`config.mk`:
```
export PLATFORM = sky130hd
export DESIGN_NAME = tribus_arbiter
export DESIGN_NICKNAME = d
export VERILOG_FILES = /design/src/rtl/tribus_arbiter_pkg.sv /design/src/rtl/tribus_arbiter_rr_pick.sv /design/src/rtl/tribus_arbiter.sv
export SDC_FILE = /design/constraint.sdc
export NUM_CORES = 1
export LEC_CHECK = 0
export BUFFER_PORTS_ARGS = -buffer_cell sky130_fd_sc_hd__buf_2
export CAP_MARGIN = 20
export CORE_MARGIN = 2
export CORE_UTILIZATION = 60
export CTS_BUF_LIST = sky130_fd_sc_hd__clkbuf_4 sky130_fd_sc_hd__clkbuf_8
export CTS_CLUSTER_DIAMETER = 80
export DETAILED_ROUTE_END_ITERATION = 7
export GPL_ROUTABILITY_DRIVEN = 1
export PLACE_DENSITY = 0.8
export SYNTH_ARGS = -nofsm -noshare
export SYNTH_HDL_FRONTEND = slang
export SYNTH_SLANG_ARGS = --single-unit
```
`constraint.sdc`:
```
create_clock -name clk -period 9.2 [get_ports clk]
set_input_delay 1.84 -clock clk [delete_from_list [all_inputs] [get_ports clk]]
set_output_delay 1.84 -clock clk [all_outputs]
set_load 0.02 [all_outputs]
```
`src/rtl/tribus_arbiter_pkg.sv`:
```
`default_nettype none
// tribus_arbiter_pkg: state encodings and default sizing for the tristate-bus arbiter.
// Rev 1.0
package tribus_arbiter_pkg;

  typedef enum logic [1:0] {
    ST_IDLE  = 2'd0,
    ST_GRANT = 2'd1,
    ST_TA    = 2'd2
  } state_t;

  localparam int DEF_N         = 4;
  localparam int DEF_MAX_HOLD  = 8;
  localparam int DEF_TA_CYCLES = 1;

endpackage
`default_nettype wire

```
`src/rtl/tribus_arbiter_rr_pick.sv`:
```
`default_nettype none
// tribus_arbiter_rr_pick: combinational round-robin winner search starting after last_owner.
// Rev 1.0
module tribus_arbiter_rr_pick #(
  parameter int N = 4
) (
  input  logic [N-1:0] req,
  input  logic [2:0]   last_owner,
  output logic         found,
  output logic [2:0]   win_id
);

  localparam int IW = $clog2(2 * N);

  logic [2*N-1:0] dbl;
  logic [3:0]     base;
  logic [3:0]     sum;
  logic [IW-1:0]  idx;

  // Two copies back to back let the wrap-around search be a plain upward scan.
  assign dbl = {req, req};

  always_comb begin
    base = {1'b0, last_owner} + 4'd1;
    if (base >= 4'(N)) begin
      base = 4'd0;
    end
    found = 1'b0;
    sum   = base;
    idx   = '0;
    // Scan from the far end so the lowest offset (highest priority) wins last.
    for (int k = N - 1; k >= 0; k--) begin
      idx = IW'(base) + IW'(k);
      if (dbl[idx]) begin
        found = 1'b1;
        sum   = base + 4'(k);
      end
    end
    if (sum >= 4'(N)) begin
      sum = sum - 4'(N);
    end
    win_id = sum[2:0];
  end

endmodule
`default_nettype wire

```
`src/rtl/tribus_arbiter.sv`:
```
`default_nettype none
// tribus_arbiter: round-robin owner of a shared tristate bus with hold cap and turnaround gap.
// Rev 1.0
module tribus_arbiter
  import tribus_arbiter_pkg::*;
#(
  parameter int N         = DEF_N,
  parameter int MAX_HOLD  = DEF_MAX_HOLD,
  parameter int TA_CYCLES = DEF_TA_CYCLES
) (
  input  logic         clk,
  input  logic         reset_n,
  input  logic [N-1:0] req,
  output logic [N-1:0] en,
  output logic [2:0]   grant_id,
  output logic         bus_busy,
  output logic         ta
);

  state_t       state_q, state_d;
  logic [N-1:0] en_q, en_d;
  logic [2:0]   grant_id_q, grant_id_d;
  logic         bus_busy_q, bus_busy_d;
  logic         ta_q, ta_d;
  logic [2:0]   last_owner_q, last_owner_d;
  logic [3:0]   hold_q, hold_d;
  logic [1:0]   ta_cnt_q, ta_cnt_d;

  logic         found;
  logic [2:0]   win_id;
  logic [N-1:0] win_en;
  logic         owner_req;

  tribus_arbiter_rr_pick #(
    .N (N)
  ) u_rr_pick (
    .req        (req),
    .last_owner (last_owner_q),
    .found      (found),
    .win_id     (win_id)
  );

  assign win_en    = {{(N-1){1'b0}}, 1'b1} << win_id;
  // en_q is one-hot on the owner while granted, so this isolates the owner's request.
  assign owner_req = |(req & en_q);

  always_comb begin
    state_d      = state_q;
    en_d         = en_q;
    grant_id_d   = grant_id_q;
    bus_busy_d   = bus_busy_q;
    ta_d         = ta_q;
    last_owner_d = last_owner_q;
    hold_d       = hold_q;
    ta_cnt_d     = ta_cnt_q;

    case (state_q)
      ST_IDLE: begin
        if (found) begin
          state_d    = ST_GRANT;
          en_d       = win_en;
          grant_id_d = win_id;
          bus_busy_d = 1'b1;
          hold_d     = 4'd1;
        end
      end

      ST_GRANT: begin
        if (owner_req && (hold_q < 4'(MAX_HOLD))) begin
          hold_d = hold_q + 4'd1;
        end else begin
          state_d      = ST_TA;
          en_d         = '0;
          bus_busy_d   = 1'b0;
          ta_d         = 1'b1;
          last_owner_d = grant_id_q;
          ta_cnt_d     = 2'd1;
        end
      end

      ST_TA: begin
        // Arbitration happens only on the final dead cycle; no direct handoff exists.
        if (ta_cnt_q == 2'(TA_CYCLES)) begin
          ta_d = 1'b0;
          if (found) begin
            state_d    = ST_GRANT;
            en_d       = win_en;
            grant_id_d = win_id;
            bus_busy_d = 1'b1;
            hold_d     = 4'd1;
          end else begin
            state_d = ST_IDLE;
          end
        end else begin
          ta_cnt_d = ta_cnt_q + 2'd1;
        end
      end

      default: begin
        state_d    = ST_IDLE;
        en_d       = '0;
        bus_busy_d = 1'b0;
        ta_d       = 1'b0;
      end
    endcase
  end

  always_ff @(posedge clk or negedge reset_n) begin
    if (!reset_n) begin
      state_q      <= ST_IDLE;
      en_q         <= '0;
      grant_id_q   <= 3'd0;
      bus_busy_q   <= 1'b0;
      ta_q         <= 1'b0;
      last_owner_q <= 3'(N - 1);
      hold_q       <= 4'd0;
      ta_cnt_q     <= 2'd0;
    end else begin
      state_q      <= state_d;
      en_q         <= en_d;
      grant_id_q   <= grant_id_d;
      bus_busy_q   <= bus_busy_d;
      ta_q         <= ta_d;
      last_owner_q <= last_owner_d;
      hold_q       <= hold_d;
      ta_cnt_q     <= ta_cnt_d;
    end
  end

  assign en       = en_q;
  assign grant_id = grant_id_q;
  assign bus_busy = bus_busy_q;
  assign ta       = ta_q;

endmodule
`default_nettype wire

```
==> Word-level counts from Yosys, hierarchy flattened <==
Index checks and enable logic that the tools add are counted.
{ "word_totals": {"out_inout_bits": 9, "word_cells": 94, "regBits": 20} }
{ "classes": {"reduce_logical": 13, "shift": 1, "eq_ne": 8, "mux": 44, "n_bitwise": 3, "n_addsub": 10, "n_lt_le_gt_ge": 7} }
{ "ops": {"columns": ["cell", "n"], "rows": [
  ["4-bit two-way mux", 11],
  ["4-bit case mux with 3 select lines", 2],
  ["3-bit by 4-bit < comparator with 1-bit output (second input constant)", 4],
  ["1-bit two-way mux", 14],
  ["1-bit binary-select mux with 3-bit select", 4],
  ["3-bit AND reduction", 4],
  ["2-bit two-way mux", 5],
  ["2-bit inequality test (second input constant)", 5],
  ["3-bit two-way mux", 3],
  ["4-bit by 1-bit adder with 4-bit output (second input constant)", 2],
  ["4-bit by 2-bit adder with 4-bit output (second input constant)", 2],
  ["4-bit by 3-bit >= comparator with 1-bit output (second input constant)", 2],
  ["3-bit by 2-bit adder with 3-bit output (second input constant)", 2],
  ["1-bit case mux with 3 select lines", 2],
  ["2-bit case mux with 3 select lines", 1],
  ["3-bit case mux with 2 select lines", 1],
  ["2-bit AND reduction", 3],
  ["3-bit by 1-bit adder with 4-bit output (second input constant)", 1],
  ["4-bit bitwise AND", 1],
  ["2-bit by 1-bit equality test with 1-bit output (second input constant)", 2],
  ["4-bit < comparator (second input constant)", 1],
  ["2-bit case mux with 2 select lines", 1],
  ["2-bit nonzero test", 2],
  ["4-bit OR reduction", 1],
  ["other kinds (9)", 10]
]} }

==> Logic depth before layout (Yosys ltp) <==
Gate-level depths: netlist of the first run.
{ "depth": {"ltp_word": 16, "ltp_mapped": 13} }

==> Modules after synthesis <==
A second synthesis of the first run with hierarchy kept.
{ "hier_totals": {"cells_unflattened": 116, "hier_area_um2": 1260.0} }
{ "modules_own_cells": {"columns": ["module", "area_per_inst_um2", "n_inst", "seq_area_each_um2", "cells_each"], "rows": [
  ["tribus_arbiter", 897.1, 1, 503.0, 72],
  ["tribus_arbiter_rr_pick", 362.8, 1, 0.0, 44]
]} }

==> Worst setup path before layout of the first run <==
No wires, ideal clock.
{ "synth_path": {"path_kind": "input to register", "from": "input req[3]", "to": "register en_q[1], in the netlist en[1]", "path_buffers": 1, "path_stages": 7, "arrival_time_ns": 3.393, "path_slack_ns": 5.711, "cell_sequence": "buf_4 inv_1 nor3_1 a2111oi_4 a211o_1 a211o_2 o31ai_1"} }
{ "synth_between": {"elab_chain_len": 12, "word_cells_on_any_way": 28, "cone_classes": "add/sub (1); order compare (1); eq/ne (1); shift (1); mux (20); bitwise (1); reduce/logical (3)"} }
{ "synth_rtl": {"columns": ["element", "line_no", "text"], "rows": [
  ["start, declared", "tribus_arbiter.sv:13", "input logic [N-1:0] req,"],
  ["1-bit binary-select mux with 3-bit select", "tribus_arbiter_rr_pick.sv:34", "if (dbl[idx]) begin"],
  ["1-bit two-way mux (not written as such)", "tribus_arbiter_rr_pick.sv:34", null],
  ["4-bit two-way mux (4 in series)", "tribus_arbiter_rr_pick.sv:34", null],
  ["4-bit by 3-bit >= comparator with 1-bit output / 3-bit subtractor (equally long branches)", "tribus_arbiter_rr_pick.sv:39, tribus_arbiter_rr_pick.sv:40", null],
  ["3-bit two-way mux", "tribus_arbiter_rr_pick.sv:39", "if (sum >= 4'(N)) begin"],
  ["1-bit by 3-bit left shift with 4-bit output", "tribus_arbiter.sv:43", "assign win_en = {{(N-1){1'b0}}, 1'b1} << win_id;"],
  ["4-bit two-way mux", "tribus_arbiter.sv:59, tribus_arbiter.sv:85", null],
  ["4-bit two-way mux", "tribus_arbiter.sv:83", "if (ta_cnt_q == 2'(TA_CYCLES)) begin"],
  ["4-bit case mux with 3 select lines", "tribus_arbiter.sv:57", "case (state_q)"],
  ["end signal, assigned", "tribus_arbiter.sv:120", "en_q <= en_d;"],
  ["end, declared", "tribus_arbiter.sv:21", "logic [N-1:0] en_q, en_d;"]
]} }
Several ways; a longest one is shown, not always the timed one. The select of a mux whose other input is x is not followed.
A chain may end at the register's enable or synchronous reset.

==> Final worst setup path of the first run <==
{ "layout_path": {"from": "register last_owner_q[0]", "to": "register en_q[1], in the netlist en[1]"} }
{ "layout_between": {"elab_chain_len": 16, "word_cells_on_any_way": 32, "cone_classes": "add/sub (8); order compare (2); shift (1); mux (21)"} }
{ "layout_rtl": {"columns": ["element", "line_no", "text"], "rows": [
  ["start, declared", "tribus_arbiter.sv:25", "logic [2:0] last_owner_q, last_owner_d;"],
  ["start signal, assigned", "tribus_arbiter.sv:115", "last_owner_q <= 3'(N - 1);"],
  ["start signal, assigned", "tribus_arbiter.sv:124", "last_owner_q <= last_owner_d;"],
  ["3-bit by 1-bit adder with 4-bit output (*)", "tribus_arbiter_rr_pick.sv:24", "base = {1'b0, last_owner} + 4'd1;"],
  ["4-bit by 3-bit >= comparator with 1-bit output", "tribus_arbiter_rr_pick.sv:25", "if (base >= 4'(N)) begin"],
  ["4-bit two-way mux (*)", "tribus_arbiter_rr_pick.sv:25", null],
  ["3-bit by 2-bit adder with 3-bit output", "tribus_arbiter_rr_pick.sv:33", "idx = IW'(base) + IW'(k);"],
  ["1-bit binary-select mux with 3-bit select", "tribus_arbiter_rr_pick.sv:34", null],
  ["1-bit two-way mux (not written as such)", "tribus_arbiter_rr_pick.sv:34", null],
  ["4-bit two-way mux (4 in series)", "tribus_arbiter_rr_pick.sv:34", null],
  ["4-bit by 3-bit >= comparator with 1-bit output / 3-bit subtractor (equally long branches)", "tribus_arbiter_rr_pick.sv:39, tribus_arbiter_rr_pick.sv:40", null],
  ["3-bit two-way mux", "tribus_arbiter_rr_pick.sv:39", null],
  ["1-bit by 3-bit left shift with 4-bit output", "tribus_arbiter.sv:43", null],
  ["4-bit two-way mux (*)", "tribus_arbiter.sv:59, tribus_arbiter.sv:85", null],
  ["4-bit two-way mux", "tribus_arbiter.sv:83", null],
  ["4-bit case mux with 3 select lines (*)", "tribus_arbiter.sv:57", null]
]} }
Every way passes the cells marked *; elsewhere a longest branch is shown, timed or not. The select of a mux whose other input is x is not followed.

==> metrics.yaml, run 1 <==
finish:
  n_antenna_cell: 0
  syn_to_final_growth_pct: 1.93
  layout-drive-gt1-share_pct: 20.4
  nets: 195
hold_path:
  hold_depth: 2
  min_from: "ta$_DFFE_PN0P_"
  worst_hold_path.endpoint: "ta$_DFFE_PN0P_"
  hp-class: "register to register"
sta:
  fmax_mhz: 258
  hold_violations: 0
  period_minus_slack_ns: 3.88
  fin_tns_setup_ns: 0
  maxSlewHeadroom_pct: 58.4
  worst_pin_slew_ns: 0.623
  skew_ns: 0.00280
  period_share_pct: 42.2
  maxSlewViolCount: 0
  setup_viol: 0
  rsz0062_at_grt: "false"
  hold_slack_ns: 0.511
  layout_setup_ws_ns: 5.32
floorplanning:
  die-area_mm2: 0.00313
  pin_count: 15
  fp.dieH_um: 55.9
  die_x_um: 55.9
  initial_core_util_pct: 64.1
  fp-row-count: 18
  core-area_mm2: 0.00252
synthesis:
  synth_cell_types: 57
  synth_compound_area_share_pct: 30.2
  yosysTopAreaCellShare_pct: 27.8
  yosys_most_used_dff: "dfrtp_1"
  yosys.area_share.simple_pct: 14.7
  synth_xor_xnor_area_share_pct: 1.55
  synthMuxAreaShare_pct: 6.81
  synth_seq_area_share_pct: 31.1
  synth.area.top_cells: "dfrtp_1 (28%), ha_1 (5.4%), a21oi_1 (4.6%), mux2_2 (4.2%), o21ai_0 (3.4%)"
  ys_ff_latch: 20
  synth_edf_count: 0
  synthAdderAreaFrac_pct: 5.41
  yosys_warnings: 0
  async_reset_ff_share_pct: 100
  synth_area_per_cell_um2: 9.46
  synth_top_family_by_area: "compound AO/OA/AOI/OAI gates"
  synth_top_cell_by_area: "dfrtp_1"
  netlist_area_mm2: 0.00162
  syn-instance-count: 171
critical_path:
  critPathArrivalTime_ns: 4.08
  cp-end-kind: "register"
  timing.rr.start: "last_owner_q[0]$_DFFE_PN1P_"
  cp_slowest_cell: "dfstp_2"
  critical_path.top_delay_family: "compound AO/OA/AOI/OAI gates"
  cp_common_cell: "ha_1"
  crit_required_ns: 9.40
  crit_type: "register to register"
  crit_chain: "ha_1 -> a21boi_0 -> a21o_2 -> nand2_1 -> inv_1 -> ha_1 -> nand2b_1 -> a21oi_1 -> o2111ai_1 -> nand3_1 -> a211o_2 -> o31ai_1"
  reg2reg_depth: 12
  reg2reg_slack_ns: 5.32
  path_buf_inv: 1
  worstSetupStartpoint: "last_owner_q[0]$_DFFE_PN1P_"
  worstSetupStartpointType: "register"
  max_stage_delay_ns: 0.64
  cp_max_fo: 9
  r2r_end: "en[1]$_DFFE_PN0P_"
route:
  vias: 1424
  post_drt_wl_per_cell_um: 17.2
  drt_first_pass_iters: 5
  ant_nets: 0
  drtIter0Drc: 93
  via_per_inst: 6.75
  totalWireLength_mm: 3.63
  drcViolationCount: 0
clock_network:
  cts_hold_buf: 0
  cts_setup_buffers: 0
  clk_pin_slew_ns: 0.11
  cts_max_level: 1
  clk_path_buf_depth: 2
  ctsResizeCount: 0
  clock_latency_ns: 0.30
  cts.sinks: 20
  cts_tree: "yes"
  root_buffer: "clkbuf_4"
  cts_buffers: 3
placement:
  dp_hpwl_mm: 2.83
  finalWeightedCongestion: 0.913
  place_ws_ns: 5.42
  numPortBuffers: 14
status:
  outcome: "complete, no violations"
global_routing:
  grt.overflow.total: 0
  grt_pass1_wl_mm: 5.90
  grt_pass1_vias: 1346
  antenna_found_initial: 0
  grt_start_max_net_pins: 21
  grt_use_total_pct: 23.5
run:
  max_cap_viol_count: 0
## how the worst max path moves through the flow
stage,depth (start not counted),endpoint
2_1_floorplan,7,en[1]$_DFFE_PN0P_
3_3_place_gp,7,en[2]$_DFFE_PN0P_
3_5_place_dp,12,en[1]$_DFFE_PN0P_
4_1_cts,12,en[1]$_DFFE_PN0P_
5_1_grt,11,en[1]$_DFFE_PN0P_
6_report,12,en[1]$_DFFE_PN0P_
## layout by cell type, fill, tap and decap left out, types with 3 or more instances in the layout
cell | netlist | final
inv_1 | 11 | 11
o21ai_0 | 11 | 11
mux2_2 | 6 | 6
nor2_1 | 9 | 9
clkbuf_4 | 0 | 4
a221oi_1 | 3 | 3
and2_1 | 3 | 3
nand2b_1 | 3 | 3
nand2_1 | 12 | 12
o31ai_1 | 4 | 4
nor3_1 | 9 | 9
nand3_1 | 3 | 3
ha_1 | 7 | 7
a21oi_1 | 15 | 15
buf_2 | 0 | 14
a31oi_1 | 3 | 3
dfrtp_1 | 18 | 18
## sequential cells by signal, summed over array words and instances (netlist names)
signal,flops
bus_busy,1
en,4
grant_id,3
hold_q,4
last_owner_q,3
state_q,2
ta,1
ta_cnt_q,2
## layer usage
layer	vias to the layer above	share of wire, %	track usage (%)
li1	672	-	-
met1	692	38	27.9
met2	54	55	43.4
met3	6	5.6	1.63
met4	0	1.7	10.2
met5	-	0	0
## logic make-up (layout without fill, tap and decap cells)
| group | count (synthesis) | after routing |
|---|---|---|
| AO/OA/AOI/OAI | 65 | 65 |
| AND/OR/NAND/NOR | 45 | 45 |
| buffers and inverters | 22 | 31 |
| flip-flops | 20 | 20 |
| multiplexers | 9 | 9 |
| adder cells (fa/ha/maj) | 7 | 7 |
| XOR/XNOR | 2 | 2 |
| other | 1 | 2 |
## area by class of cell
type | instances | area, um^2
Multi-Input combinational cell | 130 | 957
Fill cell | 212 | 873
Sequential cell | 20 | 503
Timing Repair Buffer | 14 | 70.1
Inverter | 13 | 51.3
Tap cell | 30 | 37.5
Clock buffer | 4 | 30.0
## cells in the mapped netlist (3+ instances only)
cell / count
dfrtp_1: 18
a21oi_1: 15
nand2_1: 12
inv_1: 11
o21ai_0: 11
nor2_1: 9
nor3_1: 9
ha_1: 7
mux2_2: 6
o31ai_1: 4
a221oi_1: 3
a31oi_1: 3
and2_1: 3
nand2b_1: 3
nand3_1: 3
## metrics by stage
stage          area [um^2]  util, %  instances
6_report              1650     65.4        211
5_1_grt               1650     65.4        211
4_1_cts               1650     65.4        211
3_5_place_dp          1620     64.2        207
3_3_place_gp          1620     64.2        207
2_1_floorplan         1620        -        172
## tightest hold or removal path, stage by stage, from the launching register on
cell	delay (ns)
dfrtp_1	0.37
nand2_1	0.05
o21ai_0	0.06
Power of run 1 is not shown: default switching activity piles up to over one toggle a cycle in this logic, so the estimate is an artifact.
==> run 2, diff against run 1 <==
Settings changed: CORE_UTILIZATION 60 to 55, PLACE_DENSITY 0.8 to 0.78.
Clock period 9.2 ns to 3.3 ns, I/O delays scaled along.
==> metrics.yaml, run 2 (synthesis results as in run 1) <==
hold_path:
  hp-class: "input pin to asynchronous set/reset pin"
clock_network:
  cts.sinks: 20
  clock_latency_ns: 0.31
  cts_hold_buf: 0
  cts_buffers: 3
  clk_pin_slew_ns: 0.11
  cts_tree: "yes"
  clk_path_buf_depth: 2
  cts_max_level: 1
  root_buffer: "clkbuf_4"
sta:
  maxSlewHeadroom_pct: 55.3
  maxSlewViolCount: 0
  hold_violations: 0
  worst_pin_slew_ns: 0.665
  setup_viol: 0
  skew_ns: 0.00548
  period_share_pct: 95.5
  fmax_mhz: 317
  period_minus_slack_ns: 3.15
critical_path:
  crit_type: "register to register"
  r2r_end: "en[0]$_DFFE_PN0P_"
  timing.rr.start: "last_owner_q[0]$_DFFE_PN1P_"
  cp_max_fo: 4
  cp-end-kind: "register"
  worstSetupStartpointType: "register"
  reg2reg_depth: 13
  critPathArrivalTime_ns: 3.35
  crit_required_ns: 3.50
  reg2reg_slack_ns: 0.15
route:
  ant_nets: 0
  drcViolationCount: 0
  via_per_inst: 6.59
  totalWireLength_mm: 3.89
  drtIter0Drc: 126
  vias: 1462
  post_drt_wl_per_cell_um: 17.5
  drt_first_pass_iters: 4
placement:
  numPortBuffers: 14
  dp_hpwl_mm: 2.95
  finalWeightedCongestion: 0.936
  dpl_cell_area_mm2: 0.00169
floorplanning:
  die-area_mm2: 0.00339
  fp.dieH_um: 58.2
  fp-row-count: 19
  initial_core_util_pct: 58.2
  pin_count: 15
  core-area_mm2: 0.00278
  die_x_um: 58.2
global_routing:
  grt_pass1_wl_mm: 6.49
  grt_pass1_vias: 1406
  grt_start_max_net_pins: 21
  grt_use_total_pct: 25.2
  grt.overflow.total: 0
  antenna_found_initial: 0
finish:
  final_common_cell: "dfrtp_1"
  mostFrequentLayoutCells: "dfrtp_1 (18), a21oi_1 (15), buf_2 (14)"
  syn_to_final_growth_pct: 9.82
  n_antenna_cell: 0
  layout-drive-gt1-share_pct: 27.7
  fin_area_mm2: 0.00178
  nets: 205
status:
  outcome: "complete, no violations"
run:
  max_cap_viol_count: 0
run 2: layer usage:
metal | up-vias | part of all wire (%) | GRT usage, %
li1 | 694 | - | -
met1 | 708 | 42 | 31.8
met2 | 48 | 51 | 42.7
met3 | 12 | 4.4 | 4.24
met4 | 0 | 2.4 | 11.0
met5 | - | 0 | 0
run 2: worst max-delay path by stage:
stage / from / endpoint / slack, ns / cells past startpoint
2_1_floorplan: last_owner_q[1]$_DFFE_PN1P_ / en[1]$_DFFE_PN0P_ / 0.06 / 11
3_3_place_gp: last_owner_q[0]$_DFFE_PN1P_ / en[2]$_DFFE_PN0P_ / 0.08 / 10
3_5_place_dp: last_owner_q[0]$_DFFE_PN1P_ / en[0]$_DFFE_PN0P_ / 0.04 / 10
4_1_cts: last_owner_q[0]$_DFFE_PN1P_ / en[0]$_DFFE_PN0P_ / 0.006 / 10
5_1_grt: last_owner_q[0]$_DFFE_PN1P_ / en[2]$_DFFE_PN0P_ / -0.002 / 14
6_report: last_owner_q[0]$_DFFE_PN1P_ / en[0]$_DFFE_PN0P_ / 0.15 / 13
run 2: final cells by class:
class	instances	area [um^2]
Fill cell	224	1000
Clock buffer	4	36.3
Multi-Input combinational cell	130	1000
Tap cell	31	38.8
Timing Repair Buffer	24	145
Inverter	13	51.3
Sequential cell	20	503
run 2: what timing repair did:
action | 4_1_cts | 5_1_grt
gates resized for setup | 0 | 8
setup buffers | 0 | 1
endpoints found under the setup margin | 0 | 10
run 2: per-stage QoR:
stage	hold WS [ns]	util (%)	worst slack (ns)	instances	TNS [ns]
3_5_place_dp	0.501	60.7	0.0409	217	0
4_1_cts	0.288	62.0	0.00612	221	0
2_1_floorplan	0.364	-	0.0616	172	0
5_1_grt	0.306	63.9	-0.00190	222	-0.00190
6_report	0.281	63.9	0.149	222	0
3_3_place_gp	0.488	60.7	0.0789	217	0
run 2: worst max-delay path, cell delays in order, from the launching register on:
cell      delay, ns
dfstp_2        0.57
ha_1           0.16
buf_4          0.13
nor2_1         0.05
a21o_2         0.20
nand2_1        0.15
inv_1          0.10
ha_1           0.36
nand2b_1       0.11
a21oi_1        0.26
nor3_1         0.09
o31ai_1        0.33
a221oi_1       0.18
o41ai_1        0.35
Power of run 2 is left out for the same reason.
==> run 3, diff against run 2 <==
Clock period 3.3 ns to 2.75 ns, I/O delays scaled along.
==> metrics.yaml, run 3 (synthesis results as in run 1) <==
critical_path:
  cp-end-kind: "register"
  cp_max_fo: 6
  reg2reg_depth: 11
  crit_required_ns: 2.95
  cp_slowest_cell: "dfstp_2"
  crit_chain: "ha_4 -> a21boi_4 -> a21o_2 -> nand2_4 -> ha_4 -> nand2b_4 -> a21oi_4 -> nor3_2 -> o31ai_2 -> a221o_1 -> o41ai_2"
  reg2reg_slack_ns: -0.14
  crit_type: "register to register"
  worstSetupStartpoint: "last_owner_q[0]$_DFFE_PN1P_"
  max_stage_delay_ns: 0.58
  cp.depth: 11
  cp_common_cell: "ha_4"
  critPathArrivalTime_ns: 3.08
  worstSetupStartpointType: "register"
  critical_path.top_delay_family: "compound AO/OA/AOI/OAI gates"
  r2r_end: "en[2]$_DFFE_PN0P_"
  path_buf_inv: 0
  crit_end: "en[2]$_DFFE_PN0P_"
  timing.rr.start: "last_owner_q[0]$_DFFE_PN1P_"
clock_network:
  clock_latency_ns: 0.31
  clk_path_buf_depth: 2
  clk_pin_slew_ns: 0.11
  root_buffer: "clkbuf_4"
  cts_max_level: 1
  cts_buffers: 3
  cts.sinks: 20
  cts_tree: "yes"
placement:
  dp_hpwl_mm: 3.06
  finalWeightedCongestion: 0.897
  numPortBuffers: 14
sta:
  hold_violations: 0
  maxSlewViolCount: 0
  setup_viol: 5
  rsz0062_at_grt: "true"
  maxSlewHeadroom_pct: 56.0
  fmax_mhz: 347
  worst_pin_slew_ns: 0.655
  period_share_pct: 105
  layout_setup_ws_ns: -0.135
  hold_slack_ns: 0.169
  skew_ns: 0.00467
  period_minus_slack_ns: 2.89
global_routing:
  grt_use_total_pct: 27.9
  grt_pass1_vias: 1568
  grt_start_max_net_pins: 21
  antenna_found_initial: 0
  grt.overflow.total: 0
  grt_pass1_wl_mm: 7.37
route:
  post_drt_wl_per_cell_um: 19.1
  ant_nets: 0
  drtIter0Drc: 95
  drcViolationCount: 0
  via_per_inst: 6.59
  vias: 1581
  drt_first_pass_iters: 4
  totalWireLength_mm: 4.59
floorplanning:
  die-area_mm2: 0.00339
  pin_count: 15
  fp-row-count: 19
  core-area_mm2: 0.00278
  initial_core_util_pct: 58.2
  fp.dieH_um: 58.2
  die_x_um: 58.2
finish:
  multiInputGateArea_mm2: 0.00123
  n_antenna_cell: 0
  layout-drive-gt1-share_pct: 47.4
  mostFrequentLayoutCells: "buf_4 (26), dfrtp_1 (18), buf_2 (14)"
  regArea_um2: 503
  fill_cells: 194
  nets: 223
  syn_to_final_growth_pct: 32.4
  final_common_cell: "buf_4"
status:
  violations: "setup timing"
  outcome: "finished, violations left"
run:
  max_cap_viol_count: 0
hold_path:
  hp-class: "input pin to asynchronous set/reset pin"
[run 3: changes by cell type in the layout (fill, tap and decap cells not counted), moves of 3 or more]
cell,delta
nor3_2,+3
o21ai_0,-3
o31ai_1,-3
buf_4,+16
nand2_1,-3
o21ai_1,+3
o31ai_2,+3
nor3_1,-3
a21oi_1,-3
[run 3: stage by stage]
step	util, %	instance area, um^2	std cells	setup WS [ns]	setup TNS, ns
floorplan	-	1690	172	0.00571	0
global placement	65.9	1830	227	-0.0131	-0.0131
detailed placement	65.9	1830	227	-0.0712	-0.250
CTS	74.6	2080	237	-0.0281	-0.0347
global route	77.0	2140	240	-0.223	-1.04
finish	77.0	2140	240	-0.135	-0.351
[run 3: final cells by class]
cell class,instances,area share (%)
multi-input cells,130,57.5
flip-flops and latches,20,23.5
repair buffers,42,13.4
inverters,13,2.39
well taps,31,1.81
clock buffers,4,1.40
[run 3: worst min path at each step]
stage                          startpoint                      end  slack (ns)
floorplan                         reset_n     bus_busy$_DFFE_PN0P_        0.25
global placement    hold_q[1]$_DFFE_PN0P_    hold_q[1]$_DFFE_PN0P_        0.48
detailed placement                reset_n  ta_cnt_q[0]$_DFFE_PN0P_        0.51
CTS                               reset_n        en[2]$_DFFE_PN0P_        0.18
global route                      reset_n        en[2]$_DFFE_PN0P_        0.21
finish                            reset_n  ta_cnt_q[0]$_DFFE_PN0P_        0.17
[run 3: timing repair]
action	CTS	global route
cloned	0	0
setup endpoints to repair	8	11
buffers inserted	6	3
resized for setup	31	11
pin swaps	15	3
hold buffers	0	0
[run 3: routing by layer]
| layer | wire, um | GRT usage (%) | up-vias |
|---|---|---|---|
| met1 | 1760 | 33.3 | 799 |
| met2 | 2630 | 54.7 | 46 |
| li1 | - | - | 727 |
| met3 | 123 | 1.34 | 9 |
| met5 | 0 | 0 | - |
| met4 | 72 | 5.98 | 0 |
Power of run 3 is left out for the same reason.
